--- src/rtl/stopwatch_ctrl_pkg.sv ---
// Shared definitions for the stopwatch controller: state encoding and default timing.
// Display and LED decode logic import this so all blocks agree on the state values.
package stopwatch_ctrl_pkg;

    localparam int STATE_W             = 3;
    localparam int DEBOUNCE_CYCLES_DEF = 1_000_000;
    localparam int TICK_DIV_DEF        = 500_000;

    typedef enum logic [STATE_W-1:0] {
        ST_IDLE    = 3'd0,
        ST_RUNNING = 3'd1,
        ST_PAUSED  = 3'd2,
        ST_LAP     = 3'd3,
        ST_DONE    = 3'd4
    } sw_state_e;

endpackage

--- src/rtl/stopwatch_ctrl_if.sv ---
// Board-side signal bundle of the stopwatch controller: raw keys and saturation flag in,
// counter strobes, display freeze and state out.
interface stopwatch_ctrl_if;

    logic                                  key_start_n;
    logic                                  key_lap_n;
    logic                                  key_reset_n;
    logic                                  at_max;
    logic                                  count_en;
    logic                                  counter_clr;
    logic                                  display_freeze;
    logic [stopwatch_ctrl_pkg::STATE_W-1:0] state;

    modport master (
        output key_start_n, key_lap_n, key_reset_n, at_max,
        input  count_en, counter_clr, display_freeze, state
    );

    modport slave (
        input  key_start_n, key_lap_n, key_reset_n, at_max,
        output count_en, counter_clr, display_freeze, state
    );

endinterface

--- src/rtl/stopwatch_ctrl_key_debouncer.sv ---
// One pushbutton: 2-FF synchronizer, stability counter, and a one-cycle press pulse
// on each accepted released->pressed transition.
module key_debouncer #(
    parameter int DEBOUNCE_CYCLES = stopwatch_ctrl_pkg::DEBOUNCE_CYCLES_DEF
) (
    input  logic clk,
    input  logic rst_n,
    input  logic key_n_i,
    output logic press_o
);

    localparam int                CNT_W    = (DEBOUNCE_CYCLES > 1) ? $clog2(DEBOUNCE_CYCLES) : 1;
    localparam logic [CNT_W-1:0] CNT_LAST = CNT_W'(DEBOUNCE_CYCLES - 1);

    logic             sync1_q, sync2_q;
    logic             level_q, level_d;
    logic             press_q, press_d;
    logic [CNT_W-1:0] cnt_q, cnt_d;

    always_comb begin
        // NOTE: every variable gets a default first so no path leaves it unassigned (no latch).
        cnt_d   = '0;
        level_d = level_q;
        press_d = 1'b0;
        if (sync2_q != level_q) begin
            if (cnt_q == CNT_LAST) begin
                level_d = sync2_q;
                press_d = level_q;
            end else begin
                cnt_d = cnt_q + 1'b1;
            end
        end
    end

    // NOTE: non-blocking assignments so every flop samples the same pre-edge values.
    always_ff @(posedge clk or negedge rst_n) begin
        if (!rst_n) begin
            sync1_q <= 1'b1;
            sync2_q <= 1'b1;
            level_q <= 1'b1;
            press_q <= 1'b0;
            cnt_q   <= '0;
        end else begin
            sync1_q <= key_n_i;
            sync2_q <= sync1_q;
            level_q <= level_d;
            press_q <= press_d;
            cnt_q   <= cnt_d;
        end
    end

    assign press_o = press_q;

endmodule

--- src/rtl/stopwatch_ctrl.sv ---
// Stopwatch control FSM: debounced keys sequence the run/pause/lap/done states and a
// 100 Hz divider produces the counter increment strobe.
module stopwatch_ctrl
    import stopwatch_ctrl_pkg::*;
#(
    parameter int DEBOUNCE_CYCLES = DEBOUNCE_CYCLES_DEF,
    parameter int TICK_DIV        = TICK_DIV_DEF
) (
    input  logic              clk,
    input  logic              rst_n,
    stopwatch_ctrl_if.slave   bus
);

    localparam int                DIV_W    = (TICK_DIV > 1) ? $clog2(TICK_DIV) : 1;
    localparam logic [DIV_W-1:0] DIV_LAST = DIV_W'(TICK_DIV - 1);

    logic start_press, lap_press, reset_press;

    key_debouncer #(.DEBOUNCE_CYCLES(DEBOUNCE_CYCLES)) u_deb_start (
        .clk(clk), .rst_n(rst_n), .key_n_i(bus.key_start_n), .press_o(start_press)
    );
    key_debouncer #(.DEBOUNCE_CYCLES(DEBOUNCE_CYCLES)) u_deb_lap (
        .clk(clk), .rst_n(rst_n), .key_n_i(bus.key_lap_n), .press_o(lap_press)
    );
    key_debouncer #(.DEBOUNCE_CYCLES(DEBOUNCE_CYCLES)) u_deb_reset (
        .clk(clk), .rst_n(rst_n), .key_n_i(bus.key_reset_n), .press_o(reset_press)
    );

    sw_state_e        state_q;
    logic [DIV_W-1:0] div_q;
    logic             count_en_q, counter_clr_q, freeze_q;

    always_ff @(posedge clk or negedge rst_n) begin
        if (!rst_n) begin
            state_q       <= ST_IDLE;
            div_q         <= '0;
            count_en_q    <= 1'b0;
            counter_clr_q <= 1'b0;
            freeze_q      <= 1'b0;
        end else begin
            count_en_q    <= 1'b0;
            counter_clr_q <= 1'b0;
            if (reset_press) begin
                state_q       <= ST_IDLE;
                div_q         <= '0;
                counter_clr_q <= 1'b1;
                freeze_q      <= 1'b0;
            end else begin
                case (state_q)
                    ST_IDLE: begin
                        div_q    <= '0;
                        freeze_q <= 1'b0;
                        if (start_press) state_q <= ST_RUNNING;
                    end
                    ST_RUNNING, ST_LAP: begin
                        if (bus.at_max) begin
                            state_q  <= ST_DONE;
                            div_q    <= '0;
                            freeze_q <= 1'b0;
                        end else if (start_press) begin
                            state_q  <= ST_PAUSED;
                            freeze_q <= 1'b0;
                            // A tick falling due on the pausing edge is held back until after resume.
                            if (div_q != DIV_LAST) div_q <= div_q + 1'b1;
                        end else begin
                            if (lap_press) begin
                                state_q  <= (state_q == ST_RUNNING) ? ST_LAP : ST_RUNNING;
                                freeze_q <= (state_q == ST_RUNNING);
                            end
                            if (div_q == DIV_LAST) begin
                                div_q      <= '0;
                                count_en_q <= 1'b1;
                            end else begin
                                div_q <= div_q + 1'b1;
                            end
                        end
                    end
                    ST_PAUSED: begin
                        if (start_press) state_q <= ST_RUNNING;
                    end
                    ST_DONE: begin
                        div_q    <= '0;
                        freeze_q <= 1'b0;
                    end
                    default: begin
                        state_q  <= ST_IDLE;
                        div_q    <= '0;
                        freeze_q <= 1'b0;
                    end
                endcase
            end
        end
    end

    assign bus.state          = state_q;
    assign bus.count_en       = count_en_q;
    assign bus.counter_clr    = counter_clr_q;
    assign bus.display_freeze = freeze_q;

endmodule

--- src/flat_wrapper.sv ---
// flat-port wrapper written by rule: the top's interface ports become plain ports
module stopwatch_ctrl_flat import stopwatch_ctrl_pkg::*;
#(
    parameter int DEBOUNCE_CYCLES = DEBOUNCE_CYCLES_DEF,
    parameter int TICK_DIV        = TICK_DIV_DEF
)
  (clk, rst_n, bus_key_start_n, bus_key_lap_n, bus_key_reset_n, bus_at_max, bus_count_en, bus_counter_clr, bus_display_freeze, bus_state);
  stopwatch_ctrl_if bus_i ();
  input  logic clk;
  input  logic rst_n;
  input wire logic [$bits(bus_i.key_start_n)-1:0] bus_key_start_n;
  input wire logic [$bits(bus_i.key_lap_n)-1:0] bus_key_lap_n;
  input wire logic [$bits(bus_i.key_reset_n)-1:0] bus_key_reset_n;
  input wire logic [$bits(bus_i.at_max)-1:0] bus_at_max;
  output wire logic [$bits(bus_i.count_en)-1:0] bus_count_en;
  output wire logic [$bits(bus_i.counter_clr)-1:0] bus_counter_clr;
  output wire logic [$bits(bus_i.display_freeze)-1:0] bus_display_freeze;
  output wire logic [$bits(bus_i.state)-1:0] bus_state;
  assign bus_i.key_start_n = bus_key_start_n;
  assign bus_i.key_lap_n = bus_key_lap_n;
  assign bus_i.key_reset_n = bus_key_reset_n;
  assign bus_i.at_max = bus_at_max;
  assign bus_count_en = bus_i.count_en;
  assign bus_counter_clr = bus_i.counter_clr;
  assign bus_display_freeze = bus_i.display_freeze;
  assign bus_state = bus_i.state;
  stopwatch_ctrl #(.DEBOUNCE_CYCLES(DEBOUNCE_CYCLES), .TICK_DIV(TICK_DIV)) u_core (.clk(clk), .rst_n(rst_n), .bus(bus_i));
endmodule
--- config.mk ---
export PLATFORM = sky130hd
export DESIGN_NAME = stopwatch_ctrl_flat
export DESIGN_NICKNAME = d
export VERILOG_FILES = /design/src/rtl/stopwatch_ctrl_pkg.sv /design/src/rtl/stopwatch_ctrl_if.sv /design/src/rtl/stopwatch_ctrl_key_debouncer.sv /design/src/rtl/stopwatch_ctrl.sv /design/src/flat_wrapper.sv
export SDC_FILE = /design/constraint.sdc
export NUM_CORES = 1
export LEC_CHECK = 0
export BUFFER_PORTS_ARGS = -buffer_cell sky130_fd_sc_hd__buf_2
export CORE_ASPECT_RATIO = 0.8
export CORE_UTILIZATION = 44
export CTS_BUF_LIST = sky130_fd_sc_hd__clkbuf_2
export CTS_CLUSTER_DIAMETER = 40
export CTS_CLUSTER_SIZE = 24
export DETAILED_ROUTE_END_ITERATION = 8
export GPL_ROUTABILITY_DRIVEN = 0
export GPL_TIMING_DRIVEN = 0
export MAX_ROUTING_LAYER = met4
export PLACE_DENSITY = 0.61
export REMOVE_ABC_BUFFERS = 1
export SYNTH_ARGS = -nofsm -noshare
export SYNTH_HDL_FRONTEND = slang
export SYNTH_SLANG_ARGS = --single-unit
--- constraint.sdc ---
create_clock -name clk -period 2.7 [get_ports clk]
set_input_delay 0.135 -clock clk [delete_from_list [all_inputs] [get_ports clk]]
set_output_delay 0.135 -clock clk [all_outputs]
set_load 0.02 [all_outputs]
==> impl_results.md, run 1 <==
- Outcome: completed
- DRC Markers: 0
- Period utilization: 0.874
- Core Box Area: 10,400 um2
- Drt pass-1 iters: 5
- Worst VDD drop: 0.318 mV
- Relative slew slack: 0.471
- Post-CTS Resized: 0
- Antenna Cells: 0
- Crit path DAT: 2.85 ns
- CTS tree: done
- Post-CTS Hold Fix Bufs: 7
- Pleak: 2.15 nW
- Register area share after synthesis: 0.516
- Reg2Reg Setup Slack: 0.34 ns
- Worst EP required: 3.19 ns
- Clock root cell: clkbuf_2
- Sum Neg Setup Slack: 0 ns
- Initial DRC count: 252
- FF-to-FF path depth: 6
- Multi-input gate area: 2140 um2
- Worst path cell trace: ha_1 -> and4_1 -> and3_1 -> a31oi_1 -> o21ai_0 -> a22o_1
- Clock slew at reported path FFs: 0.28 ns
- Clock sinks: 97
- Post-Synthesis Cells: 471
- Highest Clock Rate: 424 MHz
- Port Buffers: 11
- Final setup fails: 0
- Reg area: 2440 um2
- H-Tree Depth: 3
- Post-Route Skew: 0.0233 ns
- CP peak stage delay: 0.60 ns
- Post-synthesis instance area: 4730 um2
- Initial antenna violation count: 0
- Synth cell types: 49
- Die W: 118 um
- Ys flop type: dfrtp_1
- Dpl hpwl: 5780 um
- Main area contributors after synthesis: dfrtp_1 (47%), nor2_1 (6.5%), xor2_1 (5.4%)
- Die area: 11,200 um2
- Max clock buf depth: 2
- Row cnt: 33
- Pwr/cell area: 474 nW/um2
- Final net count: 497
- Via/cell ratio: 5.24
- Post-route cell area: 5100 um2
- Crit Path Max Fanout: 7
- # Max-Cap Violations: 0
- Post-synth top cells: dfrtp_1 (88), nor2_1 (82), nand3_1 (36)
- Filler instances: 962
- Crit. End Element: flop
- Post-synth top area share: 0.466
- Antenna viol nets, final: 0
- Count leader, synth: dfrtp_1
- Yosys top cell by area: dfrtp_1
- Total of warnings raised by yosys: 0
- Wirelength per Cell: 13.7 um
- Synth Register Bits: 97
- Min-Delay Path Class: input pin to flop
- Hold path cells: 2
- Synthesis-to-layout area growth: 7.75%
- WL final: 8660 um
- Worst setup SP type: flop
- GR Overflow Total: 0
- RSZ-0062 raised after global routing: false
- First-pass GRT wire length: 15,400 um
- Post-synth EDFFs: 0
- Cell area after placement: 4880 um2
- Tightest Pin Transition: 0.790 ns
- Fraction of layout cells with a size suffix above 1: 0.118
- Post-CTS Setup Inserts: 0
- Final min period: 2.36 ns
- Pin count of the biggest net entering global routing: 62
- GRT Total Usage: 0.180
- Die Span Y: 94.7 um
- Initial Utilization: 0.456
- Number of global-route vias before repair: 3,244
- CTS Buf Count: 9
- Slew Limit Fails: 0
- # IOs: 12
- Via count: 3,311
- CP Class: flop to flop
- Clock Latency Late Sink: 0.58 ns
- Final hold viol count: 0
- Avg Cell Area, Syn: 10.0 um2
- Post-synth ARST share: 1.00
- Worst path slowest cell: a31oi_1
sequential cells by signal, indices dropped and copies added, names as in the netlist, 3 cells and up:
name	flops
u_core.u_deb_lap.cnt_q	20
u_core.u_deb_start.cnt_q	20
u_core.u_deb_reset.cnt_q	20
u_core.div_q	19
u_core.bus.state	3
per-layer routing:
metal / part of all wire / vias to the layer above / global-route usage
met4: 0.0087 / 0 / 0.0459
met1: 0.52 / 1576 / 0.239
met3: 0.034 / 6 / 0.0477
met2: 0.44 / 48 / 0.275
li1: - / 1681 / -
met5: 0 / - / -
placed cells by master, fill, tap and decap left out, drive strengths merged, types with 4 or more instances in the layout:
master	instances
or2	4
dfrtp	88
inv	16
a22o	4
a21oi	13
nor4	9
xor2	29
nand2	30
clkbuf	9
dfstp	9
nor2	82
o21ai	12
nor4b	4
buf	12
and4	6
mux2	5
ha	4
dlygate4sd3	7
mux2i	4
nor3	15
nand3	37
and3	17
a31oi	9
nand4	17
xnor2	27
worst max-delay path, delay by kind of cell, from the launching register on:
family	cells	cell delay (ns)
flip-flops	1	0.48
AND/OR/NAND/NOR	2	0.46
AO/OA/AOI/OAI	3	1.07
adder cells (fa/ha/maj)	1	0.27
through the flow:
step                worst slack, ns   util  std cells  hold slack, ns  power [mW]
global placement              0.401  0.468        608           0.241        1.60
finish                        0.339  0.492        632           0.145        2.42
global route                  0.167  0.492        632          0.0659        2.54
floorplan                     0.653      -        457          -0.161        1.55
CTS                           0.358  0.492        632          0.0875        2.46
detailed placement            0.403  0.471        609           0.140        1.60
path summary, 6_finish.rpt:
check,endpoint,start
min in group asynchronous,u_core.bus.state[1],rst_n
setup / recovery,u_core.div_q[7],u_core.div_q[0]
hold / removal,u_core.u_deb_lap.sync1_q,bus_key_lap_n
hold reg to reg,u_core.u_deb_reset.sync2_q,u_core.u_deb_reset.sync1_q
setup reg to reg,u_core.div_q[7],u_core.div_q[0]
max in group asynchronous,u_core.u_deb_lap.cnt_q[3],rst_n
power breakdown:
group / total, mW / leakage [nW] / internal, mW / switching [mW]
logic: 0.0879 / 0.747 / 0.0296 / 0.0584
registers: 1.50 / 1.32 / 1.48 / 0.0185
clock network: 0.834 / 0.0877 / 0.320 / 0.514
total: 2.42 / 2.15 / 1.83 / 0.591
logic make-up after synthesis:
| family | share of synthesized area |
|---|---|
| compound gates | 0.0640 |
| xor+xnor | 0.104 |
| fa+ha+maj | 0.0106 |
| buf+inv | 0.0325 |
| flops | 0.516 |
| mux | 0.0204 |
| simple gates | 0.253 |
layout make-up:
cell class                      count  area share
Clock buffer                        9     0.00884
Clock inverter                      7      0.0196
Inverter                           12     0.00884
Multi-Input combinational cell    348       0.419
Sequential cell                    97       0.479
Tap cell                          140      0.0344
Timing Repair Buffer               19      0.0304
Note: power is estimated with default switching activity, not from simulation.
==> run 2, diff against run 1 <==
Settings changed: CORE_ASPECT_RATIO 0.8 to 0.7, PLACE_DENSITY 0.61 to 0.63, SLEW_MARGIN from default to 20.
Clock period 2.7 ns to 1.89 ns, I/O delays scaled along.
==> run 2 against run 1 <==
Net effect:
- combinational power is 59% higher
- global-route usage increased by 0.92 points
- largest power group unchanged
- sequential share of layout area down 2.5 points
- highest routed layer unchanged
==> impl_results.md, run 2 (same netlist as run 1, synthesis figures left out) <==
- Worst hold start: bus_key_start_n (was bus_key_lap_n)
- Final hold viol count: 0 (unchanged)
- Clock root cell: clkbuf_2 (unchanged)
- Commonest non-fill, non-tap cell in the layout: dfrtp_1 (unchanged)
- R2R Path End: u_core.div_q[2] (was u_core.div_q[7])
- Final setup fails: 0 (unchanged)
- Final min period: 1.82 ns (was 2.36 ns)
- Number of global-route vias before repair: 3,375 (was 3,244)
- Core Box Area: 10,400 um2 (about the same)
- CP startpoint: u_core.div_q[0] (unchanged)
- Clock sinks: 97 (unchanged)
- Antenna viol nets, final: 0 (unchanged)
- Final Non-Filler Cells: 643 (was 632)
- Die W: 126 um (was 118 um)
- Fraction of layout cells with a size suffix above 1: 0.196 (was 0.118)
- Row cnt: 31 (was 33)
- Max clock buf depth: 2 (unchanged)
- Antenna Cells: 0 (unchanged)
- Port Buffers: 11 (unchanged)
- Post-Route Skew: 0.0395 ns (was 0.0233 ns)
- Initial antenna violation count: 0 (unchanged)
- Initial DRC count: 217 (was 252)
- Pleak: 2.29 nW (was 2.15 nW)
- Slew Limit Fails: 0 (unchanged)
- Crit Path Max Fanout: 8 (was 7)
- PnR Total Power: 3.16 mW (was 2.42 mW)
- Clock power share: 0.280 (was 0.345)
- Highest Clock Rate: 550 MHz (was 424 MHz)
- Sw Ratio: 0.259 (was 0.244)
- CP Class: flop to flop (unchanged)
- Part of the power in registers: 0.676 (was 0.619)
- Filler instances: 959 (was 962)
- Period utilization: 0.962 (was 0.874)
- Switching Power: 0.819 mW (was 0.591 mW)
- Via/cell ratio: 5.59 (was 5.24)
- CTS tree: done (unchanged)
- FF-to-FF path depth: 6 (unchanged)
- Top Registers: u_core.u_deb_lap.cnt_q (20), u_core.u_deb_reset.cnt_q (20), u_core.u_deb_start.cnt_q (20) (unchanged)
- Combinational power share: 0.044 (was 0.036)
- CTS Buf Count: 9 (unchanged)
- Relative slew slack: 0.640 (was 0.471)
- # IOs: 12 (unchanged)
- Worst setup SP type: flop (unchanged)
- Clock slew at reported path FFs: 0.26 ns (was 0.28 ns)
- Pin count of the biggest net entering global routing: 50 (was 62)
- Die Span Y: 88.7 um (was 94.7 um)
- Clock Latency Late Sink: 0.61 ns (was 0.58 ns)
- Drt pass-1 iters: 5 (unchanged)
- WL final: 9860 um (was 8660 um)
- Via count: 3,596 (was 3,311)
- Crit. End Element: flop (unchanged)
- Initial Utilization: 0.455 (was 0.456)
- Dpl hpwl: 5950 um (was 5780 um)
- DRC Markers: 0 (unchanged)
- First-pass GRT wire length: 16,100 um (was 15,400 um)
- Worst VDD drop: 0.409 mV (was 0.318 mV)
- GR Overflow Total: 0 (unchanged)
- Crit path DAT: 2.35 ns (was 2.85 ns)
- Min-Delay Path Class: input pin to flop (unchanged)
- Synthesis-to-layout area growth: 14.0% (was 7.75%)
- Die area: 11,200 um2 (about the same)
- Reg2Reg Setup Slack: 0.07 ns (was 0.34 ns)
- RR Startpoint: u_core.div_q[0] (unchanged)
- Tightest Pin Transition: 0.536 ns (was 0.790 ns)
- # Max-Cap Violations: 0 (unchanged)
- Outcome: completed (unchanged)
- RSZ-0062 raised after global routing: true (was false)
- Worst EP required: 2.42 ns (was 3.19 ns)
- Critical Path End: u_core.div_q[2] (was u_core.div_q[7])
- Inst Count DP: 601 (was 609)
- Wirelength per Cell: 15.3 um (was 13.7 um)
- H-Tree Depth: 3 (unchanged)
- Pwr/cell area: 586 nW/um2 (was 474 nW/um2)
- Post-layout util: 0.519 (was 0.492)
- GRT Total Usage: 0.189 (was 0.180)
- Internal cell power: 2.34 mW (was 1.83 mW)
- Most used cells in the layout excluding fill and tap cells: dfrtp_1 (83), nor2_1 (80), nand3_1 (35) (was dfrtp_1 (88), nor2_1 (82), nand3_1 (36))
- Final net count: 516 (was 497)
## run 2: changes by cell type in the layout (fill, tap and decap cells not counted), moves of 4 or more
cell / delta
dfrtp_2: +5
nor3_1: -5
nor4_4: +4
inv_6: -4
or2_4: +4
dfrtp_1: -5
buf_4: +9
## run 2: final cells by class
cell class	instances	area, um2	area share
repair buffers	31	284	0.0527
multi-input cells	355	2360	0.439
well taps	132	165	0.0306
flip-flops and latches	97	2440	0.453
inverters	12	45.0	0.00835
clock inverters	5	33.8	0.00626
clock buffers	11	55.1	0.0102
## run 2: worst min path at each step
stage	endpoint	depth (start not counted)
floorplan	u_core.bus.count_en	0
global route	u_core.u_deb_reset.sync1_q	2
CTS	u_core.u_deb_start.sync1_q	2
finish	u_core.u_deb_start.sync1_q	2
global placement	u_core.u_deb_reset.sync1_q	1
detailed placement	u_core.u_deb_start.cnt_q[11]	1
## run 2: through the flow
stage / instance area (um2) / setup WS, ns / TNS [ns] / hold WS (ns)
after floorplan: 4620 / -0.157 / -0.639 / -0.201
after global placement: 4840 / -0.359 / -30.88 / 0.199
after detailed placement: 4870 / -0.399 / -9.14 / 0.0715
after CTS: 5260 / 0.0187 / 0 / 0.0655
after global routing: 5390 / -0.0252 / -0.0354 / 0.0577
final: 5390 / 0.0715 / 0 / 0.119
## run 2: per-layer routing
metal | global-route usage | vias to the layer above | share of wire
met5 | - | - | 0
met4 | 0.0570 | 0 | 0.012
met3 | 0.0514 | 15 | 0.044
met2 | 0.287 | 76 | 0.44
met1 | 0.249 | 1772 | 0.50
li1 | - | 1733 | -
## run 2: power by group through the flow
stage,Sequential (mW),Combinational [mW],Clock [mW]
after floorplan,2.17,0.0453,0
after global placement,2.17,0.108,0
after detailed placement,2.17,0.119,0
after CTS,2.14,0.132,0.922
after global routing,2.14,0.160,1.02
final,2.14,0.140,0.884
## run 2: critical path, cell delays in order, from the launching register on
cell and delay, ns:
dfrtp_1 0.45, ha_2 0.22, and4_4 0.21, and3_4 0.23, a21oi_4 0.24, or2b_1 0.26
a31oi_1 0.15
## run 2: repair_timing
action                                 in CTS  in global routing
hold buffers                                6                  0
resized for setup                          18                 20
endpoints found under the hold margin      99                  0
gates cloned                                4                  3
pin swaps                                   5                  7
setup buffers                              10                  3
setup endpoints to repair                  77                 73
==> run 3, diff against run 2 <==
Settings changed: CELL_PAD_IN_SITES_DETAIL_PLACEMENT from default to 0, CELL_PAD_IN_SITES_GLOBAL_PLACEMENT from default to 1, PLACE_DENSITY 0.63 to 0.76.
==> run 3 against run 2 <==
Net effect:
- wire length is 0.97% higher
- clock power up 29%
- flip-flop and latch count unchanged
- die area is the same
- worst hold slack gained 0.0054 ns
- non-clock buffer count rose by 6
- setup slack got worse by 0.043 ns
- global-route usage rose by 0.24 points
- critical endpoint is now u_core.div_q[14]
==> impl_results.md, run 3 (same netlist as run 1, synthesis figures left out) <==
- Outcome: completed (unchanged)
- CTS tree: done (unchanged)
- Initial Utilization: 0.455 (unchanged)
- Clock power share: 0.333 (was 0.280)
- # IOs: 12 (unchanged)
- Pleak: 2.34 nW (was 2.29 nW)
- Clock slew at reported path FFs: 0.25 ns (was 0.26 ns)
- Commonest non-fill, non-tap cell in the layout: dfrtp_1 (unchanged)
- Slew Limit Fails: 0 (unchanged)
- Clock sinks: 97 (unchanged)
- Clock root cell: clkbuf_2 (unchanged)
- CTS Buf Count: 9 (unchanged)
- Wirelength per Cell: 15.4 um (was 15.3 um)
- Die Span Y: 88.7 um (unchanged)
- # Max-Cap Violations: 0 (unchanged)
- Initial DRC count: 272 (was 217)
- Antenna viol nets, final: 0 (unchanged)
- Core Box Area: 10,400 um2 (unchanged)
- Period utilization: 0.985 (was 0.962)
- Die area: 11,200 um2 (unchanged)
- Crit path DAT: 2.36 ns (was 2.35 ns)
- CP peak stage delay: 0.48 ns (was 0.45 ns)
- Max clock buf depth: 2 (unchanged)
- Final hold viol count: 0 (unchanged)
- H-Tree Depth: 3 (unchanged)
- Worst path cell trace: ha_4 -> and4_4 -> and3_4 -> a31o_4 -> a21o_2 -> a22o_1 (was ha_2 -> and4_4 -> and3_4 -> a21oi_4 -> or2b_1 -> a31oi_1)
- Relative slew slack: 0.537 (was 0.640)
- Via/cell ratio: 5.54 (was 5.59)
- Synthesis-to-layout area growth: 16.0% (was 14.0%)
- Sum Neg Setup Slack: 0 ns (unchanged)
- Part of the power in registers: 0.624 (was 0.676)
- GR Overflow Total: 0 (unchanged)
- Row cnt: 31 (unchanged)
- Clock Latency Late Sink: 0.58 ns (was 0.61 ns)
- Antenna Cells: 0 (unchanged)
- Combinational power share: 0.044 (about the same)
- Switching Power: 0.820 mW (was 0.819 mW)
- Final setup fails: 0 (unchanged)
- Port Buffers: 11 (unchanged)
- Pin count of the biggest net entering global routing: 66 (was 50)
- Worst path slowest cell: dfrtp_1 (unchanged)
- Top Registers: u_core.u_deb_lap.cnt_q (20), u_core.u_deb_reset.cnt_q (20), u_core.u_deb_start.cnt_q (20) (unchanged)
- Min-Delay Path Class: input pin to flop (unchanged)
- Crit. End Element: flop (unchanged)
- Die W: 126 um (unchanged)
- Final hold slack: 0.125 ns (was 0.119 ns)
- DRC Markers: 0 (unchanged)
- RSZ-0062 raised after global routing: true (unchanged)
- Via count: 3,593 (was 3,596)
- Final net count: 521 (was 516)
- Tightest Pin Transition: 0.688 ns (was 0.536 ns)
- WL final: 9960 um (was 9860 um)
- Dpl hpwl: 6000 um (was 5950 um)
- Internal cell power: 2.61 mW (was 2.34 mW)
- Sw Ratio: 0.239 (was 0.259)
- Final min period: 1.86 ns (was 1.82 ns)
- GRT Total Usage: 0.192 (was 0.189)
- Pwr/cell area: 624 nW/um2 (was 586 nW/um2)
- First-pass GRT wire length: 16,200 um (was 16,100 um)
- Fraction of layout cells with a size suffix above 1: 0.202 (was 0.196)
- Worst VDD drop: 0.364 mV (was 0.409 mV)
- Initial antenna violation count: 0 (unchanged)
- CP Class: flop to flop (unchanged)
- Number of global-route vias before repair: 3,218 (was 3,375)
- Highest Clock Rate: 537 MHz (was 550 MHz)
- Worst setup SP type: flop (unchanged)
- Post-Route Skew: 0.0175 ns (was 0.0395 ns)
- Worst EP required: 2.39 ns (was 2.42 ns)
- Most used cells in the layout excluding fill and tap cells: dfrtp_1 (83), nor2_1 (80), nand3_1 (34) (was dfrtp_1 (83), nor2_1 (80), nand3_1 (35))
- Drt pass-1 iters: 4 (was 5)
- Crit Path Max Fanout: 8 (unchanged)
run 3: routing by layer:
layer	vias up	global-route usage	wire length (um)
li1	1746	-	-
met1	1786	0.269	5160
met2	50	0.273	4320
met3	11	0.0484	360
met4	0	0.0570	115
met5	-	-	0
run 3: power groups by stage:
stage	logic [mW]	registers (mW)	clock network [mW]
after floorplan	0.0453	2.17	0
after global placement	0.110	2.17	0
after detailed placement	0.121	2.17	0
after CTS	0.142	2.14	1.17
after global routing	0.173	2.14	1.25
final	0.150	2.14	1.14
run 3: layout make-up:
class,count,area [um2]
Clock buffer,10,50.0
Clock inverter,6,82.6
Fill cell,949,4910
Inverter,12,45.0
Multi-Input combinational cell,354,2370
Sequential cell,97,2440
Tap cell,132,165
Timing Repair Buffer,37,333
run 3: critical path: cells and delay by family, from the launching register on:
kind                     cells  cell delay, ns
flip-flops                   1            0.48
adder cells (fa/ha/maj)      1            0.20
AND/OR/NAND/NOR              2            0.41
AO/OA/AOI/OAI                3            0.68
run 3: through the flow:
stage                     total power, mW  setup WS, ns  area, um2  std cells  utilization
after floorplan                      2.21        -0.157       4620        457            -
after global placement               2.28        -0.422       4840        600        0.466
after detailed placement             2.29        -0.454       4870        601        0.469
after CTS                            3.45       0.00135       5320        640        0.512
after global routing                 3.57       -0.0323       5490        648        0.528
final                                3.43        0.0289       5490        648        0.528
run 3: timing repair:
item / CTS / global route
endpoints found under the setup margin: 77 / 67
buffers inserted: 12 / 6
hold buffers: 7 / 0
gates resized for setup: 21 / 20
gates cloned: 4 / 2
pin swaps: 7 / 10
hold endpoints to repair: 99 / 0
run 3: final timing paths:
check / startpoint / depth (start not counted) / to / slack, ns
setup reg to reg: u_core.div_q[0] / 6 / u_core.div_q[14] / 0.03
hold / removal: bus_key_lap_n / 2 / u_core.u_deb_lap.sync1_q / 0.12
setup / recovery: u_core.div_q[0] / 6 / u_core.div_q[14] / 0.03
min in group asynchronous: rst_n / 4 / u_core.u_deb_start.cnt_q[13] / 0.56
hold reg to reg: u_core.u_deb_reset.sync1_q / 0 / u_core.u_deb_reset.sync2_q / 0.36
max in group asynchronous: rst_n / 4 / u_core.u_deb_reset.sync1_q / 0.93
